===== config.mk =====
export PLATFORM = sky130hd
export DESIGN_NAME = spi_frame_master
export DESIGN_NICKNAME = d
export VERILOG_FILES = /design/src/rtl/spi_frame_master.sv
export SDC_FILE = /design/constraint.sdc
export NUM_CORES = 1
export LEC_CHECK = 0
export BUFFER_PORTS_ARGS = -buffer_cell sky130_fd_sc_hd__buf_2
export CORE_ASPECT_RATIO = 1.5
export CORE_MARGIN = 10
export CORE_UTILIZATION = 54
export DETAILED_ROUTE_END_ITERATION = 7
export GPL_ROUTABILITY_DRIVEN = 0
export PLACE_DENSITY = 0.74
export SYNTH_ARGS = -nofsm -noshare
export SYNTH_HDL_FRONTEND = slang
export SYNTH_SLANG_ARGS = --single-unit

===== constraint.sdc =====
create_clock -name i_Clk -period 2.2 [get_ports i_Clk]
set_input_delay 0.44 -clock i_Clk [delete_from_list [all_inputs] [get_ports i_Clk]]
set_output_delay 0.44 -clock i_Clk [all_outputs]
set_load 0.05 [all_outputs]

===== src/rtl/spi_frame_master.sv =====
// SPI mode-0 (CPOL=0, CPHA=0) frame master.
// Takes bytes from a valid/ready stream with an end-of-frame tag and shifts
// them out LSB first, keeping SS low from the first bit to the last bit of a
// frame. A one-byte hold register lets the next byte be queued while the
// current one is being shifted, so consecutive bytes go out with a continuous
// SCK. If the next byte is late, SCK parks low with SS still asserted.

module spi_frame_master #(
    parameter int unsigned CLK_DIV  = 10,
    parameter int unsigned SS_SETUP = 10,
    parameter int unsigned SS_HOLD  = 10,
    parameter int unsigned SS_GAP   = 20
) (
    input  logic       i_Clk,
    input  logic       i_Resetn,
    input  logic [7:0] i_Data,
    input  logic       i_Last,
    input  logic       i_Valid,
    output logic       o_Ready,
    output logic       o_MOSI,
    output logic       o_SCK,
    output logic       o_SS,
    output logic       o_Busy,
    output logic       o_Done
);

    localparam int unsigned DATA_W  = 8;
    localparam int unsigned BIT_W   = $clog2(DATA_W);
    localparam int unsigned MAX_A   = (CLK_DIV > SS_SETUP) ? CLK_DIV : SS_SETUP;
    localparam int unsigned MAX_B   = (SS_HOLD > SS_GAP) ? SS_HOLD : SS_GAP;
    localparam int unsigned CNT_MAX = (MAX_A > MAX_B) ? MAX_A : MAX_B;
    localparam int unsigned CNT_W   = $clog2(CNT_MAX + 1);

    localparam logic [CNT_W-1:0] DIV_END   = CNT_W'(CLK_DIV - 1);
    localparam logic [CNT_W-1:0] SETUP_END = CNT_W'(SS_SETUP - 1);
    localparam logic [CNT_W-1:0] HOLD_END  = CNT_W'(SS_HOLD - 1);
    localparam logic [CNT_W-1:0] GAP_END   = CNT_W'(SS_GAP - 1);
    localparam logic [BIT_W-1:0] BIT_LAST  = BIT_W'(DATA_W - 1);

    typedef enum logic [2:0] {
        IDLE,
        SETUP,
        LOW,
        HIGH,
        HOLD,
        GAP
    } state_t;

    state_t              state;
    logic [CNT_W-1:0]    cnt;
    logic [BIT_W-1:0]    bit_cnt;
    logic [DATA_W-1:0]   shifter;
    logic                cur_last;
    logic                stall;

    logic [DATA_W-1:0]   hold_data;
    logic                hold_last;
    logic                hold_full;

    logic                rst_meta_n;
    logic                rst_sync_n;

    logic                accept_c;
    logic                cnt_end_c;
    logic                load_c;

    // Reset synchroniser: assertion is immediate, release aligned to i_Clk.
    always_ff @(posedge i_Clk or negedge i_Resetn) begin
        if (!i_Resetn) begin
            rst_meta_n <= 1'b0;
            rst_sync_n <= 1'b0;
        end else begin
            rst_meta_n <= 1'b1;
            rst_sync_n <= rst_meta_n;
        end
    end

    // Handshake, phase-counter terminal count and shifter-load decode.
    always_comb begin
        accept_c  = i_Valid & o_Ready;
        cnt_end_c = 1'b0;
        load_c    = 1'b0;
        case (state)
            SETUP:    cnt_end_c = (cnt == SETUP_END);
            LOW:      cnt_end_c = (cnt == DIV_END);
            HIGH:     cnt_end_c = (cnt == DIV_END);
            HOLD:     cnt_end_c = (cnt == HOLD_END);
            GAP:      cnt_end_c = (cnt == GAP_END);
            default:  cnt_end_c = 1'b0;
        endcase
        case (state)
            IDLE:     load_c = hold_full;
            LOW:      load_c = stall & hold_full;
            HIGH:     load_c = cnt_end_c & (bit_cnt == BIT_LAST) & ~cur_last & hold_full;
            default:  load_c = 1'b0;
        endcase
    end

    // One-byte hold register; a same-cycle accept and load leaves it full.
    always_ff @(posedge i_Clk or negedge rst_sync_n) begin
        if (!rst_sync_n) begin
            hold_data <= '0;
            hold_last <= 1'b0;
            hold_full <= 1'b0;
            o_Ready   <= 1'b1;
        end else begin
            if (accept_c) begin
                hold_data <= i_Data;
                hold_last <= i_Last;
                hold_full <= 1'b1;
            end else if (load_c) begin
                hold_full <= 1'b0;
            end
            o_Ready <= ~(accept_c | (hold_full & ~load_c));
        end
    end

    // Frame sequencer: SS setup, SCK low/high phases, underrun stall, SS hold and gap.
    always_ff @(posedge i_Clk or negedge rst_sync_n) begin
        if (!rst_sync_n) begin
            state    <= IDLE;
            cnt      <= '0;
            bit_cnt  <= '0;
            shifter  <= '0;
            cur_last <= 1'b0;
            stall    <= 1'b0;
            o_SS     <= 1'b1;
            o_SCK    <= 1'b0;
            o_MOSI   <= 1'b0;
            o_Busy   <= 1'b0;
            o_Done   <= 1'b0;
        end else begin
            o_Done <= 1'b0;
            case (state)
                IDLE: begin
                    if (hold_full) begin
                        shifter  <= hold_data;
                        cur_last <= hold_last;
                        o_SS     <= 1'b0;
                        o_Busy   <= 1'b1;
                        cnt      <= '0;
                        state    <= SETUP;
                    end
                end

                SETUP: begin
                    if (cnt_end_c) begin
                        o_MOSI  <= shifter[0];
                        bit_cnt <= '0;
                        cnt     <= '0;
                        state   <= LOW;
                    end else begin
                        cnt <= cnt + CNT_W'(1);
                    end
                end

                LOW: begin
                    if (stall) begin
                        // Parked between bytes: counter frozen until a byte arrives.
                        if (hold_full) begin
                            shifter  <= hold_data;
                            cur_last <= hold_last;
                            o_MOSI   <= hold_data[0];
                            bit_cnt  <= '0;
                            cnt      <= '0;
                            stall    <= 1'b0;
                        end
                    end else if (cnt_end_c) begin
                        o_SCK <= 1'b1;
                        cnt   <= '0;
                        state <= HIGH;
                    end else begin
                        cnt <= cnt + CNT_W'(1);
                    end
                end

                HIGH: begin
                    if (cnt_end_c) begin
                        o_SCK <= 1'b0;
                        cnt   <= '0;
                        if (bit_cnt != BIT_LAST) begin
                            shifter <= {1'b0, shifter[DATA_W-1:1]};
                            o_MOSI  <= shifter[1];
                            bit_cnt <= bit_cnt + BIT_W'(1);
                            state   <= LOW;
                        end else if (cur_last) begin
                            state <= HOLD;
                        end else if (hold_full) begin
                            shifter  <= hold_data;
                            cur_last <= hold_last;
                            o_MOSI   <= hold_data[0];
                            bit_cnt  <= '0;
                            state    <= LOW;
                        end else begin
                            stall <= 1'b1;
                            state <= LOW;
                        end
                    end else begin
                        cnt <= cnt + CNT_W'(1);
                    end
                end

                HOLD: begin
                    if (cnt_end_c) begin
                        o_SS   <= 1'b1;
                        o_Done <= 1'b1;
                        cnt    <= '0;
                        state  <= GAP;
                    end else begin
                        cnt <= cnt + CNT_W'(1);
                    end
                end

                GAP: begin
                    if (cnt_end_c) begin
                        o_Busy <= 1'b0;
                        cnt    <= '0;
                        state  <= IDLE;
                    end else begin
                        cnt <= cnt + CNT_W'(1);
                    end
                end

                default: begin
                    state <= IDLE;
                end
            endcase
        end
    end

endmodule


==> impl_metrics.tcl, run 1 <==
set metrics [dict create \
    syn_area_um2 1950 \
    p_int_mw 1.77 \
    dp_hpwl_mm 3.05 \
    synth_xor_area_share_pct 0.450 \
    power_switching_mw 1.14 \
    hold_viol_final 0 \
    row_count 26 \
    drive_above_1_share_pct 23.6 \
    dieArea_um2 6460 \
    cts_buffer_depth 2 \
    cp_max_fo 14 \
    synthSimpleGateAreaFrac_pct 16.8 \
    sw_frac_of_total_pct 39.2 \
    required_ps 2370 \
    netlist_instances 182 \
    cts_buffers 5 \
    clock_latency_ps 290 \
    gr-total-overflow 0 \
    clock-root-buffer "clkbuf_8" \
    die_w_um 69.0 \
    slew_viol_final 0 \
    synth_nets 197 \
    p_clk_share_pct 15.6 \
    drt_wl_total_mm 4.11 \
    wl_per_cell_um 16.4 \
    power_density_nw_per_um2 1320 \
    synth_compound_area_share_pct 19.5 \
    timing.final.crit_share_pct 92.5 \
    tns_ps 0 \
    ios 18 \
    maxCapViolations 0 \
    yosys.area.top_type "dfrtp_1" \
    setup_violations 0 \
    vias_per_cell 6.02 \
    relSlewSlack_pct 64.2 \
    rsz0062_at_grt "no" \
    grt_pass1_vias 1592 \
    grt_max_degree 38 \
    avgSynthCellArea_um2 10.7 \
    drc 0 \
    htree_num_levels 2 \
    tightest_slew_ps 535 \
    mostFrequentLayoutCell "dfrtp_1" \
    initial_core_util_pct 56.5 \
    synth_cell_types 47 \
    synth_top_cell_area_share_pct 47.6 \
    dr.pass1.iters 4 \
    final_nets 222 \
    synth_adder_area_share_pct 1.93 \
    min_path_type "reg -> async" \
    synth_top_family_by_area "compound AO/OA/AOI/OAI gates" \
    whs_ps 281 \
    cp-end-kind "flip-flop" \
    worst_clock_skew_ps 7.18 \
    synth_edf_count 0 \
    cp-start-kind "flip-flop" \
    async_reset_ff_share_pct 100 \
    sequentialPowerShare_pct 42.5 \
    diodes 0 \
    ys_ff_latch 39 \
    muxShareOfSynthArea_pct 8.23 \
    status "complete, no violations" \
    cp.arrival_ps 2200 \
    min_period_ps 2030 \
    portBuffers 17 \
    core_region_area_um2 3450 \
    power.total_mw 2.91 \
    vias 1505 \
    ys_seq_area_share_pct 50.3 \
    crit_type "reg -> reg" \
    cts.sinks 39 \
    syn_to_final_growth_pct 13.2 \
    p_comb_share_pct 41.9 \
    grt_first_pass_wirelength_mm 7.00 \
    track_usage_pct 13.1 \
    synth_area_leaders "dfrtp_1, mux2_2, o21ai_0" \
    fmax_mhz 492 \
    die_h_um 93.5 \
    peakVddDrop_v 0.000968 \
    antenna_found_initial 0 \
    cts_tree "yes" \
    ant_nets 0 \
    p_leak_nw 0.977 \
    clkTransAtPathRegs_ps 70 \
    ys_warn_count 0 \
    synthFlopType "dfrtp_1" \
    drtIter0Drc 66 \
    layout_common_cells "dfrtp_1, buf_2, o21ai_0, nand2_1" \
]
-- logic make-up (layout without fill, tap and decap cells) --
logic type,Yosys count,in the layout
AND/OR/NAND/NOR,60,60
AO/OA/AOI/OAI,51,51
flip-flops,39,39
multiplexers,14,14
buffers and inverters,13,39
adder cells (fa/ha/maj),3,3
other,1,1
XOR/XNOR,1,1
-- final timing paths --
check	start	endpoint	slack (ps)	cells past startpoint
max	state[1]	o_MOSI	170	5
min	rst_sync_n	cnt[0]	280	1
max reg2reg	state[1]	o_MOSI	170	5
min reg2reg	rst_sync_n	cnt[0]	280	1
max in group asynchronous	rst_sync_n	o_SS	1560	1
min in group i_Clk	i_Valid	o_Ready	320	2
-- Yosys cell counts (3+ instances only) --
master	n
mux2_2	9
clkbuf_1	5
inv_1	6
a2bb2oi_1	7
nor2_1	7
o21ai_0	16
nand2b_1	3
nor2b_1	5
ha_1	3
nor3_1	6
nand3b_1	9
a21oi_1	8
mux2i_1	3
nand3_1	5
dfrtp_1	37
nand2_1	16
-- power groups by stage --
stage,logic (mW),registers (mW),clock network (mW)
finish,1.22,1.24,0.454
global route,1.35,1.27,0.508
CTS,1.23,1.23,0.466
detailed placement,1.22,1.24,0
global placement,1.16,1.22,0
floorplan,0.897,1.25,0
-- sequential cells by signal, summed over array words and instances (netlist names) --
signal	count
rst_meta_n	1
o_SCK	1
hold_full	1
stall	1
o_SS	1
hold_data	8
bit_cnt	3
o_MOSI	1
cur_last	1
shifter	8
o_Done	1
state	3
hold_last	1
o_Ready	1
rst_sync_n	1
cnt	5
o_Busy	1
-- cell type report --
type	instances	area, um^2
Fill cell	289	1240
Multi-Input combinational cell	130	921
Timing Repair Buffer	25	148
Clock inverter	1	5.00
Inverter	6	22.5
Sequential cell	39	980
Clock buffer	7	76.3
Tap cell	42	52.6
-- per-layer routing --
layer	routed length, um	vias up	track usage (%)
li1	-	710	-
met1	1600	757	12.8
met2	2270	32	24.4
met3	139	6	3.60
met4	91	0	6.73
met5	0	-	0
-- critical path, stage by stage (launching register included) --
cell      delay [ps]
dfrtp_2          490
nand3b_1         220
mux2i_2          250
a211o_1          330
a211o_1          330
mux2_4           300
-- per-stage QoR --
stage	worst slack (ps)	instance area (um^2)	utilization, %	cells
floorplan	406	1950	-	182
global placement	224	2110	61.2	241
finish	166	2200	63.9	250
detailed placement	125	2110	61.2	241
CTS	121	2200	63.8	250
global route	51.6	2200	63.9	250
-- repair_timing --
action	in CTS	in global routing
endpoints found under the hold margin	2	0
endpoints found under the setup margin	0	9
buffers inserted	0	0
hold buffers	1	0
resized for setup	0	2
No activity file was read; power rests on OpenSTA's default activity.
==> inputs of run 2 (changes only) <==
- MAX_ROUTING_LAYER: unset -> met4
==> run 2 against run 1 <==
  * Hold slack barely moved
  * Via count shrank 0.13%
  * Count of clock-buffer cells in the layout stayed put
  * Clock power about the same
  * Non-clock buffer count stayed put
  * Sequential power is essentially flat
  * Clock skew fell by 2.2 ps
  * Combinational power about the same
  * Die area unchanged
  * Critical path depth is the same
  * Routed wire length shrank 0.32%
  * First-iteration DRC count up 9.1%
  * Largest power group unchanged
==> impl_metrics.tcl, run 2 (same netlist as run 1, synthesis figures left out) <==
set metrics [dict create \
    status "complete, no violations" \
    cts_setup_buffers 0 \
    peakVddDrop_v 0.000966 \
    core_region_area_um2 3450 \
    min_period_ps 2040 \
    maxCapViolations 0 \
    fmax_mhz 490 \
    htree_num_levels 2 \
    multiInputGateArea_um2 921 \
    slowest_delay_ps 490 \
    vias_per_cell 6.01 \
    fillers 289 \
    crit_chain "nand3b_1 > mux2i_2 > a211o_1 > a2111oi_2 > o21ai_0" \
    power_density_nw_per_um2 1320 \
    drtIter0Drc 72 \
    clock-root-buffer "clkbuf_8" \
    cts.sinks 39 \
    p_leak_nw 0.977 \
    ant_nets 0 \
    slew_viol_final 0 \
    vias 1503 \
    setup_violations 0 \
    diodes 0 \
    mostFrequentLayoutCell "dfrtp_1" \
    drt_wl_total_mm 4.09 \
    crit_family "compound AO/OA/AOI/OAI gates" \
    grt_pass1_vias 1596 \
    hold_viol_final 0 \
    initial_core_util_pct 56.5 \
    cp.arrival_ps 2190 \
    worst_path_max_delay_cell "dfrtp_2" \
    row_count 26 \
    relSlewSlack_pct 64.2 \
    portBuffers 17 \
    drc 0 \
    syn_to_final_growth_pct 13.2 \
    utilization_pct 63.9 \
    cp_max_fo 14 \
    worst_clock_skew_ps 4.94 \
    timing.final.crit_share_pct 92.8 \
    required_ps 2350 \
    cp-end-kind "flip-flop" \
    tns_ps 0 \
    die_h_um 93.5 \
    dp_hpwl_mm 3.05 \
    clkTransAtPathRegs_ps 70 \
    die_w_um 69.0 \
    dieArea_um2 6460 \
    dr.pass1.iters 4 \
    antenna_found_initial 0 \
    wl_per_cell_um 16.4 \
    drive_above_1_share_pct 23.6 \
    cts_tree "yes" \
    worst-path-buf-inv 0 \
    cp-start-kind "flip-flop" \
    biggestRegsByFlops "hold_data x8, shifter x8, cnt x5" \
    seqCellArea_um2 980 \
    crit_type "reg -> reg" \
    ios 18 \
    cts_buffers 5 \
    gr-total-overflow 0 \
    track_usage_pct 13.5 \
    min_path_type "reg -> async" \
    cts_buffer_depth 2 \
    tightest_slew_ps 535 \
    grt_max_degree 38 \
    rsz0062_at_grt "no" \
    grt_first_pass_wirelength_mm 7.00 \
    whs_ps 282 \
    layout_common_cells "dfrtp_1, buf_2, o21ai_0, nand2_1" \
    final_nets 222 \
    clock_latency_ps 290 \
]
-- run 2: layout make-up --
cell class                 instances  area share (%)
clock buffer                       7            3.46
clock inverter                     1           0.227
inverter                           6            1.02
multi-input combinational        130            41.8
sequential                        39            44.4
tap                               42            2.38
timing repair buffer              25            6.70
-- run 2: final timing paths --
check	from	to	slack, ps	cells after the start
max reg2reg	state[1]	bit_cnt[2]	160	5
max in group asynchronous	rst_sync_n	o_SS	1570	1
min reg2reg	rst_sync_n	cnt[0]	280	1
max	state[1]	bit_cnt[2]	160	5
min in group i_Clk	i_Valid	o_Ready	310	2
min	rst_sync_n	cnt[0]	280	1
-- run 2: where the power goes --
part,switching (mW),internal (mW),leakage [nW]
registers,0.241,0.997,0.464
logic,0.669,0.551,0.470
clock network,0.229,0.222,0.0422
-- run 2: stage by stage --
stage / cells / cell area, um^2 / setup slack, ps / total power [mW]
global route: 250 / 2200 / 51.6 / 3.13
finish: 250 / 2200 / 159 / 2.91
CTS: 250 / 2200 / 121 / 2.93
detailed placement: 241 / 2110 / 125 / 2.46
global placement: 241 / 2110 / 224 / 2.38
floorplan: 182 / 1950 / 406 / 2.15
-- run 2: repair_timing --
item,in CTS,in global routing
endpoints found under the hold margin,2,0
hold buffers,1,0
setup endpoints to repair,0,9
gates resized for setup,0,2
-- run 2: layer usage --
metal,global-route usage [%],routed length (um),vias up
li1,-,-,712
met1,12.8,1580,755
met2,24.3,2290,30
met3,3.60,137,6
met4,6.90,89,0
met5,-,0,-
